### config.mk
export PLATFORM = sky130hd
export DESIGN_NAME = vga_square_painter
export DESIGN_NICKNAME = d
export VERILOG_FILES = /design/src/rtl/vga_pkg.sv /design/src/rtl/vga_square_decode.sv /design/src/rtl/vga_square_painter.sv
export SDC_FILE = /design/constraint.sdc
export NUM_CORES = 1
export LEC_CHECK = 0
export BUFFER_PORTS_ARGS = -buffer_cell sky130_fd_sc_hd__buf_2
export CAP_MARGIN = 20
export CORE_MARGIN = 2
export CORE_UTILIZATION = 45
export CTS_CLUSTER_SIZE = 10
export DETAILED_ROUTE_END_ITERATION = 10
export PLACE_DENSITY = 0.72
export SLEW_MARGIN = 20
export SYNTH_ARGS = -nofsm -noshare
export SYNTH_HDL_FRONTEND = slang
export SYNTH_SLANG_ARGS = --single-unit
### constraint.sdc
create_clock -name i_clk -period 2.2 [get_ports i_clk]
set_input_delay 0.44 -clock i_clk [delete_from_list [all_inputs] [get_ports i_clk]]
set_output_delay 0.44 -clock i_clk [all_outputs]
set_load 0.05 [all_outputs]
### src/rtl/vga_pkg.sv
// Shared constants and types for the VGA drawing stages.
//   X_W/Y_W    : pixel coordinate widths from the 640x480 timing generator
//   C_W        : bits per colour channel on the board pins
//   SQx_*      : open-interval bounds of the four fixed squares
//   fsm_e      : highlight-rotation state (RUN / PAUSED)
//   stage1_t   : first pipeline stage contents (syncs, active, hit vector)
package vga_pkg;

  localparam int X_W    = 10;
  localparam int Y_W    = 9;
  localparam int C_W    = 4;
  localparam int RGB_W  = 3 * C_W;
  localparam int NSQ    = 4;
  localparam int FCNT_W = 8;
  localparam int SEL_W  = 2;

  // Bounds are exclusive: a pixel hits when lo < coord < hi on both axes.
  localparam logic [X_W-1:0] SQ0_X_LO = 10'd0;
  localparam logic [X_W-1:0] SQ0_X_HI = 10'd150;
  localparam logic [Y_W-1:0] SQ0_Y_LO = 9'd0;
  localparam logic [Y_W-1:0] SQ0_Y_HI = 9'd110;
  localparam logic [X_W-1:0] SQ1_X_LO = 10'd155;
  localparam logic [X_W-1:0] SQ1_X_HI = 10'd305;
  localparam logic [Y_W-1:0] SQ1_Y_LO = 9'd115;
  localparam logic [Y_W-1:0] SQ1_Y_HI = 9'd225;
  localparam logic [X_W-1:0] SQ2_X_LO = 10'd310;
  localparam logic [X_W-1:0] SQ2_X_HI = 10'd460;
  localparam logic [Y_W-1:0] SQ2_Y_LO = 9'd230;
  localparam logic [Y_W-1:0] SQ2_Y_HI = 9'd335;
  localparam logic [X_W-1:0] SQ3_X_LO = 10'd465;
  localparam logic [X_W-1:0] SQ3_X_HI = 10'd615;
  localparam logic [Y_W-1:0] SQ3_Y_LO = 9'd340;
  localparam logic [Y_W-1:0] SQ3_Y_HI = 9'd450;

  typedef struct packed {
    logic [X_W-1:0] x_lo;
    logic [X_W-1:0] x_hi;
    logic [Y_W-1:0] y_lo;
    logic [Y_W-1:0] y_hi;
  } sq_box_t;

  function automatic sq_box_t sq_box(input int idx);
    case (idx)
      0:       return '{SQ0_X_LO, SQ0_X_HI, SQ0_Y_LO, SQ0_Y_HI};
      1:       return '{SQ1_X_LO, SQ1_X_HI, SQ1_Y_LO, SQ1_Y_HI};
      2:       return '{SQ2_X_LO, SQ2_X_HI, SQ2_Y_LO, SQ2_Y_HI};
      default: return '{SQ3_X_LO, SQ3_X_HI, SQ3_Y_LO, SQ3_Y_HI};
    endcase
  endfunction

  typedef enum logic {
    RUN    = 1'b0,
    PAUSED = 1'b1
  } fsm_e;

  typedef struct packed {
    logic           active;
    logic           hs;
    logic           vs;
    logic [NSQ-1:0] hit;
  } stage1_t;

  // Syncs are active-low, so their idle (reset) level is 1.
  localparam stage1_t S1_RST = '{active: 1'b0, hs: 1'b1, vs: 1'b1, hit: '0};

endpackage

### src/rtl/vga_square_decode.sv
// Combinational square hit decoder.
//   x, y : pixel coordinate
//   hit  : one-hot (or zero) vector, bit i set when the pixel lies strictly
//          inside square i
module vga_square_decode
  import vga_pkg::*;
(
  input  logic [X_W-1:0] x,
  input  logic [Y_W-1:0] y,
  output logic [NSQ-1:0] hit
);

  sq_box_t box;

  always_comb begin
    hit = '0;
    box = '0;
    for (int i = 0; i < NSQ; i++) begin
      box    = sq_box(i);
      hit[i] = (x > box.x_lo) && (x < box.x_hi) &&
               (y > box.y_lo) && (y < box.y_hi);
    end
  end

endmodule

### src/rtl/vga_square_painter.sv
// Pixel colouring stage behind the 640x480 VGA timing generator.
// Paints four fixed squares, one highlighted; the highlight rotates every
// HOLD_FRAMES frames (legal 1..255) unless paused. Two-stage pipeline on
// i_pix_stb; syncs travel with colour so they stay pixel-aligned.
//   i_clk, i_rst         : clock, synchronous active-high reset
//   i_pix_stb            : pixel enable, everything advances only on it
//   i_x, i_y, i_active   : pixel position and visible-area flag
//   i_hs, i_vs           : active-low syncs from the generator
//   i_frame_end          : last-pixel-of-frame marker
//   i_pause              : freeze rotation (sampled at frame end)
//   o_hs, o_vs, o_r/g/b  : pin outputs, 2 strobes after inputs
//   o_sel                : highlighted square index
module vga_square_painter
  import vga_pkg::*;
#(
  parameter int               HOLD_FRAMES = 60,
  parameter logic [RGB_W-1:0] HI_RGB      = 12'hFFF,
  parameter logic [RGB_W-1:0] SQ_RGB      = 12'hF00,
  parameter logic [RGB_W-1:0] BG_RGB      = 12'h000
) (
  input  logic             i_clk,
  input  logic             i_rst,
  input  logic             i_pix_stb,
  input  logic [X_W-1:0]   i_x,
  input  logic [Y_W-1:0]   i_y,
  input  logic             i_active,
  input  logic             i_hs,
  input  logic             i_vs,
  input  logic             i_frame_end,
  input  logic             i_pause,
  output logic             o_hs,
  output logic             o_vs,
  output logic [C_W-1:0]   o_r,
  output logic [C_W-1:0]   o_g,
  output logic [C_W-1:0]   o_b,
  output logic [SEL_W-1:0] o_sel
);

  localparam logic [FCNT_W-1:0] FCNT_LAST = FCNT_W'(HOLD_FRAMES - 1);

  // ---------------- highlight rotation ----------------
  fsm_e              state, state_nxt;
  logic [FCNT_W-1:0] fcnt;
  logic [SEL_W-1:0]  sel;
  logic              fe_evt;
  logic              cnt_en;

  assign fe_evt = i_pix_stb && i_frame_end;

  always_ff @(posedge i_clk) begin
    if (i_rst) state <= RUN;
    else       state <= state_nxt;
  end

  always_comb begin
    state_nxt = state;
    if (fe_evt) state_nxt = i_pause ? PAUSED : RUN;
  end

  // Leaving PAUSED consumes that frame end without counting.
  always_comb begin
    cnt_en = fe_evt && !i_pause && (state == RUN);
  end

  always_ff @(posedge i_clk) begin
    if (i_rst) begin
      fcnt <= '0;
      sel  <= '0;
    end else if (cnt_en) begin
      if (fcnt == FCNT_LAST) begin
        fcnt <= '0;
        sel  <= sel + 1'b1;
      end else begin
        fcnt <= fcnt + 1'b1;
      end
    end
  end

  assign o_sel = sel;

  // ---------------- stage 1 ----------------
  logic [NSQ-1:0]     hit;
  stage1_t            s1;
  // Registered position kept for later drawing stages tapping this pipeline.
  logic [X_W+Y_W-1:0] s1_pos_unused;

  vga_square_decode u_decode (
    .x   (i_x),
    .y   (i_y),
    .hit (hit)
  );

  always_ff @(posedge i_clk) begin
    if (i_rst) begin
      s1            <= S1_RST;
      s1_pos_unused <= '0;
    end else if (i_pix_stb) begin
      s1            <= '{active: i_active, hs: i_hs, vs: i_vs, hit: hit};
      s1_pos_unused <= {i_x, i_y};
    end
  end

  // ---------------- stage 2 ----------------
  logic [RGB_W-1:0] rgb_nxt;

  // sel only moves at frame end, which falls in blanking, so the visible
  // area of a frame sees a single highlight position.
  always_comb begin
    rgb_nxt = BG_RGB;
    if (!s1.active)     rgb_nxt = '0;
    else if (s1.hit[sel]) rgb_nxt = HI_RGB;
    else if (|s1.hit)   rgb_nxt = SQ_RGB;
  end

  always_ff @(posedge i_clk) begin
    if (i_rst) begin
      {o_r, o_g, o_b} <= '0;
      o_hs            <= 1'b1;
      o_vs            <= 1'b1;
    end else if (i_pix_stb) begin
      {o_r, o_g, o_b} <= rgb_nxt;
      o_hs            <= s1.hs;
      o_vs            <= s1.vs;
    end
  end

endmodule

==> results.md, run 1 <==
Outcome:
- The run finished, with violations left.
- The checks that failed: design-rule violations.

Clock network:
- The clock latency reported for the late side of the worst-skew pair is 0.30 ns.
- The tree is rooted in a sky130_fd_sc_hd__clkbuf_4.
- The maximum buffer depth of the clock tree is 2.
- Clock tree synthesis inserted a total of 3 buffers.
- After clock tree synthesis, the clock-pin slew on the worst setup and hold paths is 0.11 ns.
- After clock tree synthesis, the setup repair step added 0 buffers.
- TritonCTS built the clock tree.
- In this run, post-CTS repair resized a total of 0 instances.
- The total number of clock tree sinks is 22.
- Buffers inserted to repair hold after CTS numbered 0.
- The maximum level of the CTS H-tree is 1.

Setup path:
- At the worst endpoint, the required time is 2.39 ns.
- The kind of start point of the critical path is an input pin.
- The reg2reg setup slack is 0.83 ns.
- The logic depth of the worst register-to-register path is 4.
- On the critical path, the stage with the largest delay is an instance of sky130_fd_sc_hd__a2111oi_0.
- The worst setup path is captured at a flip-flop.
- The critical path goes through buf_2, or3_1, a2111oi_0, nor4_1, a32o_1.
- In this run the worst path has a maximum fanout of 6.
- The worst setup path category is input pin to flip-flop.
- On the worst path, the slowest cell contributes a delay of 0.45 ns.
- For the worst setup path, the data arrival time is 1.75 ns.

Floorplanning:
- The site row count is 19.
- The die is 58.6 µm tall.
- The width of the chip is 58.6 µm.
- 43 I/O pins were placed.
- Once the floorplan was initialized, standard cells occupied 47.9% of the core.
- The die covers 3440 µm².
- After floorplanning, the core was sized to cover 2810 µm².

Hold path:
- The class of the tightest hold or removal check is input pin to flip-flop.
- Counting instances, the worst hold path has a depth of 2.

Global route:
- The number of antenna violations at the first check in global routing came to 0.
- The final global-route overflow total is 0.
- The first-pass GRT wire length is 5050 µm.
- The via count of the first global-routing pass is 1,168.
- Entering global routing, the biggest net connects 19 pins.
- Across every metal layer, demand over resource in global routing totals 18.4%.

Timing:
- The hold violation total from the final report came to 0.
- Counting I/O delays and the setup requirement, the final critical path takes 1.55 ns.
- The total setup violations reported at the end of the flow is 0.
- Setup repair after global routing left no endpoint under its margin.
- The worst path uses 70.7% of the clock period.
- The timing-limited maximum frequency is 643 MHz.
- For the pin with the worst max-slew slack, the measured transition is 0.453 ns.
- The max-slew violation count is 0.
- The worst-case headroom to the max-slew limit is 69.0%.
- The worst path setup slack after routing is 0.645 ns.
- The final total negative setup slack is 0 ns.
- The maximum clock skew at final layout is 0.0129 ns.

Power and ir drop:
- The sequential share of power is 54.5%.
- The internal portion of the total power is 0.561 mW.
- The share of power burned in combinational logic is 17.0%.
- The analysis attributes to cell leakage a power of 0.664 nW.
- The power per standard cell area is 492 nW/µm².
- The net switching component of the power is 0.196 mW.
- The worst-case IR drop observed on VDD is 0.161 mV.
- The clock network burns 28.4% of the power.
- The fraction of power spent switching nets is 25.9%.

Synth:
- The gate count after technology mapping is 160.
- The post-synthesis cell type count is 45.
- Summed over all instances, the cell type with the most area after synthesis is sky130_fd_sc_hd__dfxtp_1.
- After synthesis, the cell types taking the most area are sky130_fd_sc_hd__dfxtp_1, sky130_fd_sc_hd__buf_4, sky130_fd_sc_hd__nor2_1.
- After synthesis, the largest area contributor takes up 32.8% of total cell area.
- The commonest cells after synthesis are sky130_fd_sc_hd__dfxtp_1, sky130_fd_sc_hd__nor2_1, sky130_fd_sc_hd__buf_4, sky130_fd_sc_hd__nand2_1.
- Yosys instantiated no cell more often than sky130_fd_sc_hd__dfxtp_1.
- Counting flops with an async set or reset pin after synthesis yields a share of 0%.
- The primary flip-flop cell chosen by synthesis mapping is sky130_fd_sc_hd__dfxtp_1.
- The flop and latch count out of synthesis is 22.
- The post-synthesis area per instance is 8.39 µm².
- For this run, the number of Yosys warnings is 0.
- In this run the cell area of the synthesized design comes to 1340 µm².
- The share of the yosys chip area belonging to registers is 32.8%.
- The number of nets in the synthesized netlist is 188.
- The number of synthesized flops with an enable pin is 0.

Flow run:
- The max-cap check violation count is 0.

Final layout:
- The number of diodes added for antenna fixing is 0.
- The count of nets after finishing is 221.
- The post-route netlist has 27.6% of its cells at a drive strength greater than 1.
- From synthesis to final layout, the design area changed by 14.5%.

Place:
- The placed wire-length estimate is 2230 µm.
- The congestion estimate from routability-driven global placement came to 0.880.
- The post-placement setup slack is 0.360 ns.
- The count of input and output buffers is 42.

Drt:
- The routed wire length is 2840 µm.
- The first routing iteration left 64 violations.
- The detail route stage leaves a number of antenna-violating nets equal to 0.
- In the routed design, unresolved DRC markers number 5.
- After detailed routing, the average wire length per cell comes to 12.7 µm.
- The overall via count from detail_route is 1,297.
- The via count normalized by instance count is 5.82.
- The first-pass detailed-route iteration total is 7.
==> worst paths after layout <==
kind,start,end
max,i_x[2],s1[3]
min,i_vs,s1[4]
max reg2reg,fcnt[7],o_sel[1]
min reg2reg,state,state
==> through the flow <==
step	total power [mW]	util (%)	instances	hold WS [ns]	cell area, µm²
final	0.757	54.8	223	0.353	1540
after detailed placement	0.550	53.5	219	0.449	1500
after global routing	0.802	54.8	223	0.335	1540
after CTS	0.765	54.8	223	0.345	1540
after global placement	0.544	53.5	219	0.434	1500
after floorplan	0.494	-	160	0.427	1340
==> worst max-delay path, delay by kind of cell <==
| family | cells | cell delay (ns) |
|---|---|---|
| compound gates | 2 | 0.69 |
| simple gates | 2 | 0.49 |
| buf+inv | 1 | 0.13 |
==> per-layer routing <==
metal	global-route usage, %	vias to the layer above	part of all wire, %
met5	0	-	0
met4	5.52	0	1.3
met3	2.64	4	6.5
met2	31.5	57	46
met1	24.0	587	46
li1	-	649	-
==> state kept, by name, indices dropped and copies added (netlist names) <==
signal and flops:
o_sel 2, o_g 1, o_r 1, s1 7, o_hs 1, o_vs 1
fcnt 8, state 1
==> power groups by stage <==
| stage | combinational, mW | clock [mW] | sequential (mW) |
|---|---|---|---|
| floorplan | 0.0642 | 0 | 0.430 |
| global placement | 0.123 | 0 | 0.421 |
| detailed placement | 0.128 | 0 | 0.422 |
| CTS | 0.128 | 0.223 | 0.413 |
| global route | 0.143 | 0.244 | 0.414 |
| finish | 0.129 | 0.215 | 0.413 |
==> cell families (layout without fill, tap and decap cells) <==
| family | after synthesis | after routing | synth area share, % |
|---|---|---|---|
| fa+ha+maj | 1 | 1 | 0.932 |
| xor+xnor | 8 | 8 | 5.22 |
| compound gates | 35 | 35 | 18.7 |
| flops | 22 | 22 | 32.8 |
| buf+inv | 17 | 49 | 7.83 |
| simple gates | 74 | 74 | 31.3 |
| mux | 3 | 3 | 3.17 |
==> cell type report <==
class / instances / area (µm²)
fill: 256 / 1270
sequential: 22 / 440
tap: 31 / 38.8
multi-input combinational: 121 / 797
inverter: 2 / 7.51
clock buffer: 4 / 36.3
timing repair buffer: 43 / 218
==> layout by cell type (no fill, tap or decap), drive strengths merged, types with 2 or more instances in the layout <==
| cell | count |
|---|---|
| nor2b | 6 |
| nor2 | 17 |
| nor4 | 2 |
| a32o | 4 |
| nand4 | 7 |
| o21ai | 6 |
| clkbuf | 4 |
| nor3 | 4 |
| mux2i | 2 |
| or3 | 3 |
| nor3b | 2 |
| and3 | 6 |
| nand4b | 3 |
| a21oi | 6 |
| dfxtp | 22 |
| nand2b | 4 |
| xnor2 | 2 |
| nand3 | 4 |
| xor2 | 6 |
| a211o | 4 |
| nand2 | 11 |
| a31oi | 3 |
| inv | 2 |
| buf | 43 |
Power figures use the tool's default switching activity.
==> inputs of run 2 (changes only) <==
--- a/config.mk
+++ b/config.mk
@@ -11,7 +11,7 @@
 export CORE_UTILIZATION = 45
 export CTS_CLUSTER_SIZE = 10
 export DETAILED_ROUTE_END_ITERATION = 10
-export PLACE_DENSITY = 0.72
+export PLACE_DENSITY = 0.75
 export SLEW_MARGIN = 20
 export SYNTH_ARGS = -nofsm -noshare
 export SYNTH_HDL_FRONTEND = slang
==> constraint.sdc (replaced) <==
create_clock -name i_clk -period 1.39 [get_ports i_clk]
set_input_delay 0.278 -clock i_clk [delete_from_list [all_inputs] [get_ports i_clk]]
set_output_delay 0.278 -clock i_clk [all_outputs]
set_load 0.05 [all_outputs]
==> run 2 against run 1 <==
The run still ends with design-rule violations left. Critical path depth down 4. Clock power up 30%. Combinational power up 78%. Sequential power up 58%. Clock skew down 0.0057 ns. Sequential share of layout area down 1.6 points. Register-to-register slack worse by 0.73 ns. Cell area up 6.4%. Count of clock-buffer cells in the layout down 1. Global-route usage up 2.0 points. Critical endpoint is now o_g[0].
==> results.md, run 2 (synthesis results as in run 1) <==
Hold path:
- The instance count along the most critical hold path is 2 (unchanged).
- The class of the tightest hold or removal check is input pin to flip-flop (unchanged).

Final layout:
- The register bank with the most flops was fcnt (unchanged).
- The count of nets after finishing is 234 (was 221).
- The area added between synthesis and finish is 21.9% (was 14.5%).
- The share of cells above drive strength 1 is 34.3% (was 27.6%).
- The share of the core filled with cells in the final layout is 58.3% (was 54.8%).
- The number of diodes added for antenna fixing was 0 (unchanged).
- The number of flip-flops under the largest register name came to 8 (unchanged).
- Most used cells in the layout excluding fill and tap cells: sky130_fd_sc_hd__buf_2, sky130_fd_sc_hd__dfxtp_1, sky130_fd_sc_hd__nor2_1 (unchanged).
- The most common cell after layout, fill and taps aside is sky130_fd_sc_hd__buf_2 (unchanged).
- The total non-filler cell area in the finished layout is 1640 µm² (was 1540 µm²).

Clock network:
- The total number of clock tree sinks is 22 (unchanged).
- The clock transition time at the flip-flop clock pins of the worst setup and hold paths is 0.11 ns (about the same).
- The maximum buffer depth of the clock tree is 2 (unchanged).
- The maximum level of the CTS H-tree is 1 (unchanged).
- The clock latency reported for the late side of the worst-skew pair is 0.31 ns (was 0.30 ns).
- The total of hold buffers inserted after clock tree synthesis is 0 (unchanged).
- The count of buffers added by post-CTS timing repair for setup was 0 (unchanged).
- The number of buffers created by CTS is 3 (unchanged).
- The CTS tree is built (unchanged).
- The number of cells upsized or downsized after cts was 0 (unchanged).
- The cell at the root of the clock tree is sky130_fd_sc_hd__clkbuf_4 (unchanged).

Setup path:
- The critical path's largest stage delay was 0.43 ns (was 0.45 ns).
- The kind of start point of the critical path is a flip-flop (was input pin).
- The critical path required time is 1.11 ns (was 2.39 ns).
- The count of buffer and inverter cells on the critical path was 1 (unchanged).
- The worst setup path category is flip-flop to output port (was input pin to flip-flop).
- The logic depth of the worst register-to-register path is 4 (unchanged).
- Sequence of cells on the critical path: buf_2 (was buf_2, or3_1, a2111oi_0, nor4_1, a32o_1).
- The largest driver fanout on the critical path was 9 (was 6).
- The category of cells accounting for the largest share of critical-path delay is flip-flops (was compound AO/OA/AOI/OAI gates).
- The slowest library cell on the worst path was sky130_fd_sc_hd__dfxtp_1 (was sky130_fd_sc_hd__a2111oi_0).
- The worst endpoint data arrival time was 1.04 ns (was 1.75 ns).
- The cell depth of the worst setup path is 1 (was 5).
- The type of element capturing the critical path is an output port (was flip-flop).

Drt:
- The wire length per cell after detailed routing is 13.2 µm (was 12.7 µm).
- The number of nets with antenna violations after routing is 0 (unchanged).
- The number of DRC violations after detailed-routing iteration 0 came to 92 (was 64).
- The first-pass detailed-route iteration total is 7 (unchanged).
- The highest metal layer with signal wires is met4 (unchanged).
- The met1 wire length came to 1320 µm (was 1300 µm).
- The routed wire length is 3100 µm (was 2840 µm).
- The routed length on met3 is 227 µm (was 184 µm).
- The overall via count from detail_route is 1,365 (was 1,297).
- The DRC violation count after routing is 5 (unchanged).
- The met2 wire length is 1520 µm (was 1320 µm).
- The via count normalized by instance count came to 5.81 (was 5.82).

Floorplanning:
- The width of the chip was 58.6 µm (unchanged).
- The site row count came to 19 (unchanged).
- The placeable core area came to 2810 µm² (unchanged).
- The floorplan die area was 3440 µm² (unchanged).
- The initial core utilization is 47.9% (unchanged).
- The die height is 58.6 µm (unchanged).
- The count of pins on the block boundary is 43 (unchanged).

Timing:
- The max-slew violation count was 0 (unchanged).
- For the finished layout, the period the worst path requires is 1.32 ns.
- The timing-limited maximum frequency is 760 MHz.
- The total setup violations reported at the end of the flow is 0 (unchanged).
- The worst-case headroom to the max-slew limit is 79.3% (was 69.0%).
- The hold violation total from the final report is 0 (unchanged).
- Setup repair after global routing missed its margin: true (was false).
- The worst path setup slack after routing is 0.0739 ns (was 0.645 ns).
- The minimum hold slack is 0.176 ns (was 0.353 ns).
- The slew at the pin closest to its max-slew limit is 0.308 ns (was 0.453 ns).
- The final period utilization is 94.7%.
- The maximum clock skew at final layout came to 0.00723 ns (was 0.0129 ns).

Place:
- The standard cell area after detailed placement is 1610 µm² (was 1500 µm²).
- The count of input and output buffers is 42 (unchanged).
- The placed wire-length estimate is 2490 µm (was 2230 µm).
- The placer's final routability congestion estimate was 0.962 (was 0.880).
- The post-placement setup slack is -0.163 ns (was 0.360 ns).

Global route:
- The overall global routing resource usage is 20.4% (was 18.4%).
- The via count of the first global-routing pass was 1,302 (was 1,168).
- The first-pass GRT wire length was 5510 µm (was 5050 µm).
- The maximum number of pins on one net before global-route repair is 15 (was 19).
- The final global-route overflow total was 0 (unchanged).
- The number of antenna violations at the first check in global routing is 0 (unchanged).

Power and ir drop:
- The maximum VDD drop was 0.320 mV (was 0.161 mV).
- The power per standard cell area is 710 nW/µm² (was 492 nW/µm²).
- The overall power after layout is 1.16 mW (was 0.757 mW).
- The leakage power of the design is 0.722 nW (was 0.664 nW).

Outcome:
- Outcome: finished, violations left (unchanged).
- Violations in the final reports: design-rule violations (unchanged).

Flow run:
- The max-cap check violation count was 0 (unchanged).
[run 2: layer usage]
metal | vias up | GRT usage, %
met2 | 56 | 36.6
met5 | - | 0
met3 | 5 | 2.20
met1 | 634 | 24.9
li1 | 670 | -
met4 | 0 | 7.79
[run 2: path summary, 6_finish.rpt]
path               to  slack (ns)   start
max            o_g[0]        0.07  o_g[2]
min reg2reg     state        0.46   state
max reg2reg  o_sel[1]        0.10   state
min             s1[4]        0.18    i_vs
[run 2: cell type report]
class / count / area [µm²]
inverters: 2 / 7.51
repair buffers: 56 / 315
multi-input cells: 121 / 810
clock buffers: 3 / 22.5
fillers: 259 / 1170
well taps: 31 / 38.8
flip-flops and latches: 22 / 443
[run 2: where the power goes]
part	switching [mW]	internal [mW]	total, mW
logic	0.128	0.102	0.230
registers	0.00788	0.645	0.653
clock network	0.179	0.101	0.280
total	0.314	0.848	1.16
[run 2: worst register-to-register path, stage by stage (launching register included)]
cell	delay, ns
sky130_fd_sc_hd__dfxtp_1	0.32
sky130_fd_sc_hd__and4bb_1	0.34
sky130_fd_sc_hd__nand4_4	0.12
sky130_fd_sc_hd__or3_1	0.31
sky130_fd_sc_hd__a21oi_1	0.13
[run 2: through the flow]
step	setup TNS, ns	cells
4_1_cts	0	235
2_1_floorplan	0	160
6_report	0	235
3_3_place_gp	-0.255	232
3_5_place_dp	-0.387	232
5_1_grt	-0.116	235
==> inputs of run 3 (changes only) <==
--- a/config.mk
+++ b/config.mk
@@ -11,7 +11,7 @@
 export CORE_UTILIZATION = 45
 export CTS_CLUSTER_SIZE = 10
 export DETAILED_ROUTE_END_ITERATION = 10
-export PLACE_DENSITY = 0.75
+export PLACE_DENSITY = 0.72
 export SLEW_MARGIN = 20
 export SYNTH_ARGS = -nofsm -noshare
 export SYNTH_HDL_FRONTEND = slang
==> constraint.sdc (replaced) <==
create_clock -name i_clk -period 1.3 [get_ports i_clk]
set_input_delay 0.26 -clock i_clk [delete_from_list [all_inputs] [get_ports i_clk]]
set_output_delay 0.26 -clock i_clk [all_outputs]
set_load 0.05 [all_outputs]
==> run 3 against run 2 <==
The flow finishes with violations (design-rule violations, negative setup slack). Sequential power rose by 7.0%. Critical path depth grew 3. Critical path type is now flip-flop to flip-flop. Final cell count is 4.3% higher. Setup slack lost 0.082 ns. Register-to-register slack worse by 0.11 ns. Sequential cell count stayed put. Via count is 2.8% higher. Die area did not move. First-iteration DRC count is 28% lower. Core utilization is 4.4 points higher.
==> results.md, run 3 (synthesis results as in run 1) <==
Drt:
- The highest metal layer with signal wires is met4 (unchanged).
- The number of nets with antenna violations after routing is 0 (unchanged).
- The routed wire length is 3250 µm (was 3100 µm).
- The via count normalized by instance count is 5.73 (was 5.81).
- The routed length on met3 is 224 µm (was 227 µm).
- The first-pass detailed-route iteration total was 8 (was 7).
- The overall via count from detail_route is 1,403 (was 1,365).
- The met2 wire length is 1540 µm (was 1520 µm).
- The wire length per cell after detailed routing is 13.3 µm (was 13.2 µm).
- The DRC violation count after routing came to 6 (was 5).
- The number of DRC violations after detailed-routing iteration 0 is 66 (was 92).
- The met1 wire length is 1460 µm (was 1320 µm).

Setup path:
- The worst setup path category is flip-flop to flip-flop (was flip-flop to output port).
- The worst endpoint data arrival time is 1.56 ns (was 1.04 ns).
- The reg2reg setup slack is -0.008 ns (was 0.10 ns).
- The critical path's largest stage delay is 0.34 ns (was 0.43 ns).
- The count of buffer and inverter cells on the critical path came to 0 (was 1).
- The largest driver fanout on the critical path is 4 (was 9).
- The critical path required time is 1.55 ns (was 1.11 ns).
- Sequence of cells on the critical path: and4bb_2, nand4_4, or3_1, a21oi_2 (was buf_2).
- The kind of start point of the critical path is a flip-flop (unchanged).
- The slowest library cell on the worst path is sky130_fd_sc_hd__and4bb_2 (was sky130_fd_sc_hd__dfxtp_1).
- The cell depth of the worst setup path is 4 (was 1).
- The category of cells accounting for the largest share of critical-path delay is simple AND/OR/NAND/NOR gates (was flip-flops).
- The worst reg2reg path endpoint is o_sel[1] (unchanged).
- The logic depth of the worst register-to-register path came to 4 (unchanged).
- The startpoint of the most critical register-to-register path is state (unchanged).
- The type of element capturing the critical path was a flip-flop (was output port).

Timing:
- The final total negative setup slack came to -0.00823 ns (was 0 ns).
- The worst path setup slack after routing is -0.00823 ns (was 0.0739 ns).
- The slew at the pin closest to its max-slew limit is 0.346 ns (was 0.308 ns).
- The max-slew violation count is 0 (unchanged).
- The maximum clock skew at final layout is 0.0105 ns (was 0.00723 ns).
- Subtracting the final worst setup slack from the clock period gives 1.31 ns.
- The hold violation total from the final report came to 0 (unchanged).
- The worst-case headroom to the max-slew limit is 76.7% (was 79.3%).
- Setup repair after global routing missed its margin: true (unchanged).
- The total setup violations reported at the end of the flow is 1 (was 0).
- For this run, the top clock speed supported by timing is 764 MHz.
- The worst path uses 101% of the clock period.

Place:
- The post-placement setup slack came to -0.211 ns (was -0.163 ns).
- The placed wire-length estimate is 2470 µm (was 2490 µm).
- The count of input and output buffers is 42 (unchanged).
- The placer's final routability congestion estimate is 0.834 (was 0.962).

Power and ir drop:
- The share of power burned in combinational logic was 17.8% (was 19.8%).
- The leakage power of the design is 0.774 nW (was 0.722 nW).
- The fraction of power spent switching nets is 23.7% (was 27.0%).
- The power per standard cell area is 836 nW/µm² (was 710 nW/µm²).
- The power share of the clock group is 34.7% (was 24.1%).
- The sequential share of power is 47.5% (was 56.2%).
- The overall power after layout is 1.47 mW (was 1.16 mW).
- The cell-internal power is 1.12 mW (was 0.848 mW).
- The maximum VDD drop came to 0.368 mV (was 0.320 mV).
- The net switching component of the power came to 0.349 mW (was 0.314 mW).

Floorplanning:
- The site row count was 19 (unchanged).
- The floorplan die area is 3440 µm² (unchanged).
- The placeable core area is 2810 µm² (unchanged).
- The count of pins on the block boundary is 43 (unchanged).
- The die height is 58.6 µm (unchanged).
- The initial core utilization was 47.9% (unchanged).
- The width of the chip is 58.6 µm (unchanged).

Outcome:
- Outcome: finished, violations left (unchanged).
- Violations in the final reports: design-rule violations, negative setup slack (was design-rule violations).

Clock network:
- The cell at the root of the clock tree is sky130_fd_sc_hd__clkbuf_4 (unchanged).
- The number of buffers created by CTS came to 3 (unchanged).
- The total number of clock tree sinks came to 22 (unchanged).
- The total of hold buffers inserted after clock tree synthesis is 0 (unchanged).
- The CTS tree was built (unchanged).
- The clock transition time at the flip-flop clock pins of the worst setup and hold paths was 0.12 ns (was 0.11 ns).
- The maximum level of the CTS H-tree was 1 (unchanged).
- The clock latency reported for the late side of the worst-skew pair is 0.30 ns (was 0.31 ns).
- The maximum buffer depth of the clock tree is 2 (unchanged).
- The count of buffers added by post-CTS timing repair for setup is 0 (unchanged).

Global route:
- The via count of the first global-routing pass is 1,252 (was 1,302).
- The maximum number of pins on one net before global-route repair came to 15 (unchanged).
- The overall global routing resource usage is 19.0% (was 20.4%).
- The number of antenna violations at the first check in global routing was 0 (unchanged).
- The first-pass GRT wire length is 5130 µm (was 5510 µm).
- The final global-route overflow total is 0 (unchanged).

Final layout:
- The count of nets after finishing is 243 (was 234).
- The register bank with the most flops is fcnt (unchanged).
- The share of cells above drive strength 1 is 38.3% (was 34.3%).
- The area added between synthesis and finish is 31.1% (was 21.9%).
- Most used cells in the layout excluding fill and tap cells: sky130_fd_sc_hd__buf_2, sky130_fd_sc_hd__buf_4, sky130_fd_sc_hd__dfxtp_1 (was sky130_fd_sc_hd__buf_2, sky130_fd_sc_hd__dfxtp_1, sky130_fd_sc_hd__nor2_1).
- The share of the core filled with cells in the final layout came to 62.8% (was 58.3%).
- The most common cell after layout, fill and taps aside is sky130_fd_sc_hd__buf_2 (unchanged).
- The number of diodes added for antenna fixing is 0 (unchanged).
- The number of flip-flops under the largest register name is 8 (unchanged).

Flow run:
- The max-cap check violation count was 0 (unchanged).

Hold path:
- The source of the worst hold timing path was i_vs (unchanged).
- The class of the tightest hold or removal check is input pin to flip-flop (unchanged).
- The instance count along the most critical hold path is 2 (unchanged).
- The terminating pin of the worst hold path is s1[4] (unchanged).
## run 3: worst max-delay path by stage
stage,start,endpoint,slack [ns]
2_1_floorplan,i_y[3],s1[3],-0.007
3_3_place_gp,i_y[3],s1[3],-0.17
3_5_place_dp,i_y[3],s1[3],-0.21
4_1_cts,o_g[2],o_b[1],-0.03
5_1_grt,state,o_sel[1],-0.07
6_report,state,o_sel[1],-0.008
## run 3: worst register-to-register path, stage by stage, from the launching register on
cell	delay [ns]
sky130_fd_sc_hd__dfxtp_1	0.33
sky130_fd_sc_hd__and4bb_2	0.34
sky130_fd_sc_hd__nand4_4	0.12
sky130_fd_sc_hd__or3_1	0.34
sky130_fd_sc_hd__a21oi_2	0.13
## run 3: power groups by stage
| stage | combinational (mW) | sequential [mW] | clock, mW |
|---|---|---|---|
| 2_1_floorplan | 0.110 | 0.727 | 0 |
| 6_report | 0.262 | 0.699 | 0.511 |
| 3_5_place_dp | 0.257 | 0.714 | 0 |
| 3_3_place_gp | 0.248 | 0.713 | 0 |
| 5_1_grt | 0.284 | 0.701 | 0.560 |
| 4_1_cts | 0.259 | 0.699 | 0.526 |
## run 3: per-stage QoR
stage | hold WS (ns) | cells | area (µm²)
6_report | 0.174 | 245 | 1760
4_1_cts | 0.154 | 245 | 1730
3_3_place_gp | 0.433 | 241 | 1670
5_1_grt | 0.159 | 245 | 1760
3_5_place_dp | 0.449 | 241 | 1670
2_1_floorplan | 0.359 | 160 | 1350
## run 3: metal layers
| metal | vias up | track usage (%) |
|---|---|---|
| met5 | - | 0 |
| met4 | 0 | 8.12 |
| met3 | 4 | 2.42 |
| met2 | 56 | 32.6 |
| met1 | 652 | 23.8 |
| li1 | 691 | - |
## run 3: layout make-up
type / instances / area, µm²
Multi-Input combinational cell: 121 / 812
Sequential cell: 22 / 444
Inverter: 2 / 7.51
Tap cell: 31 / 38.8
Timing Repair Buffer: 65 / 405
Clock inverter: 1 / 30.0
Fill cell: 269 / 1040
Clock buffer: 3 / 22.5
## run 3: what timing repair did
item / in CTS / in global routing
gates resized for setup: 3 / 11
pin swaps: 0 / 1
endpoints found under the setup margin: 10 / 14
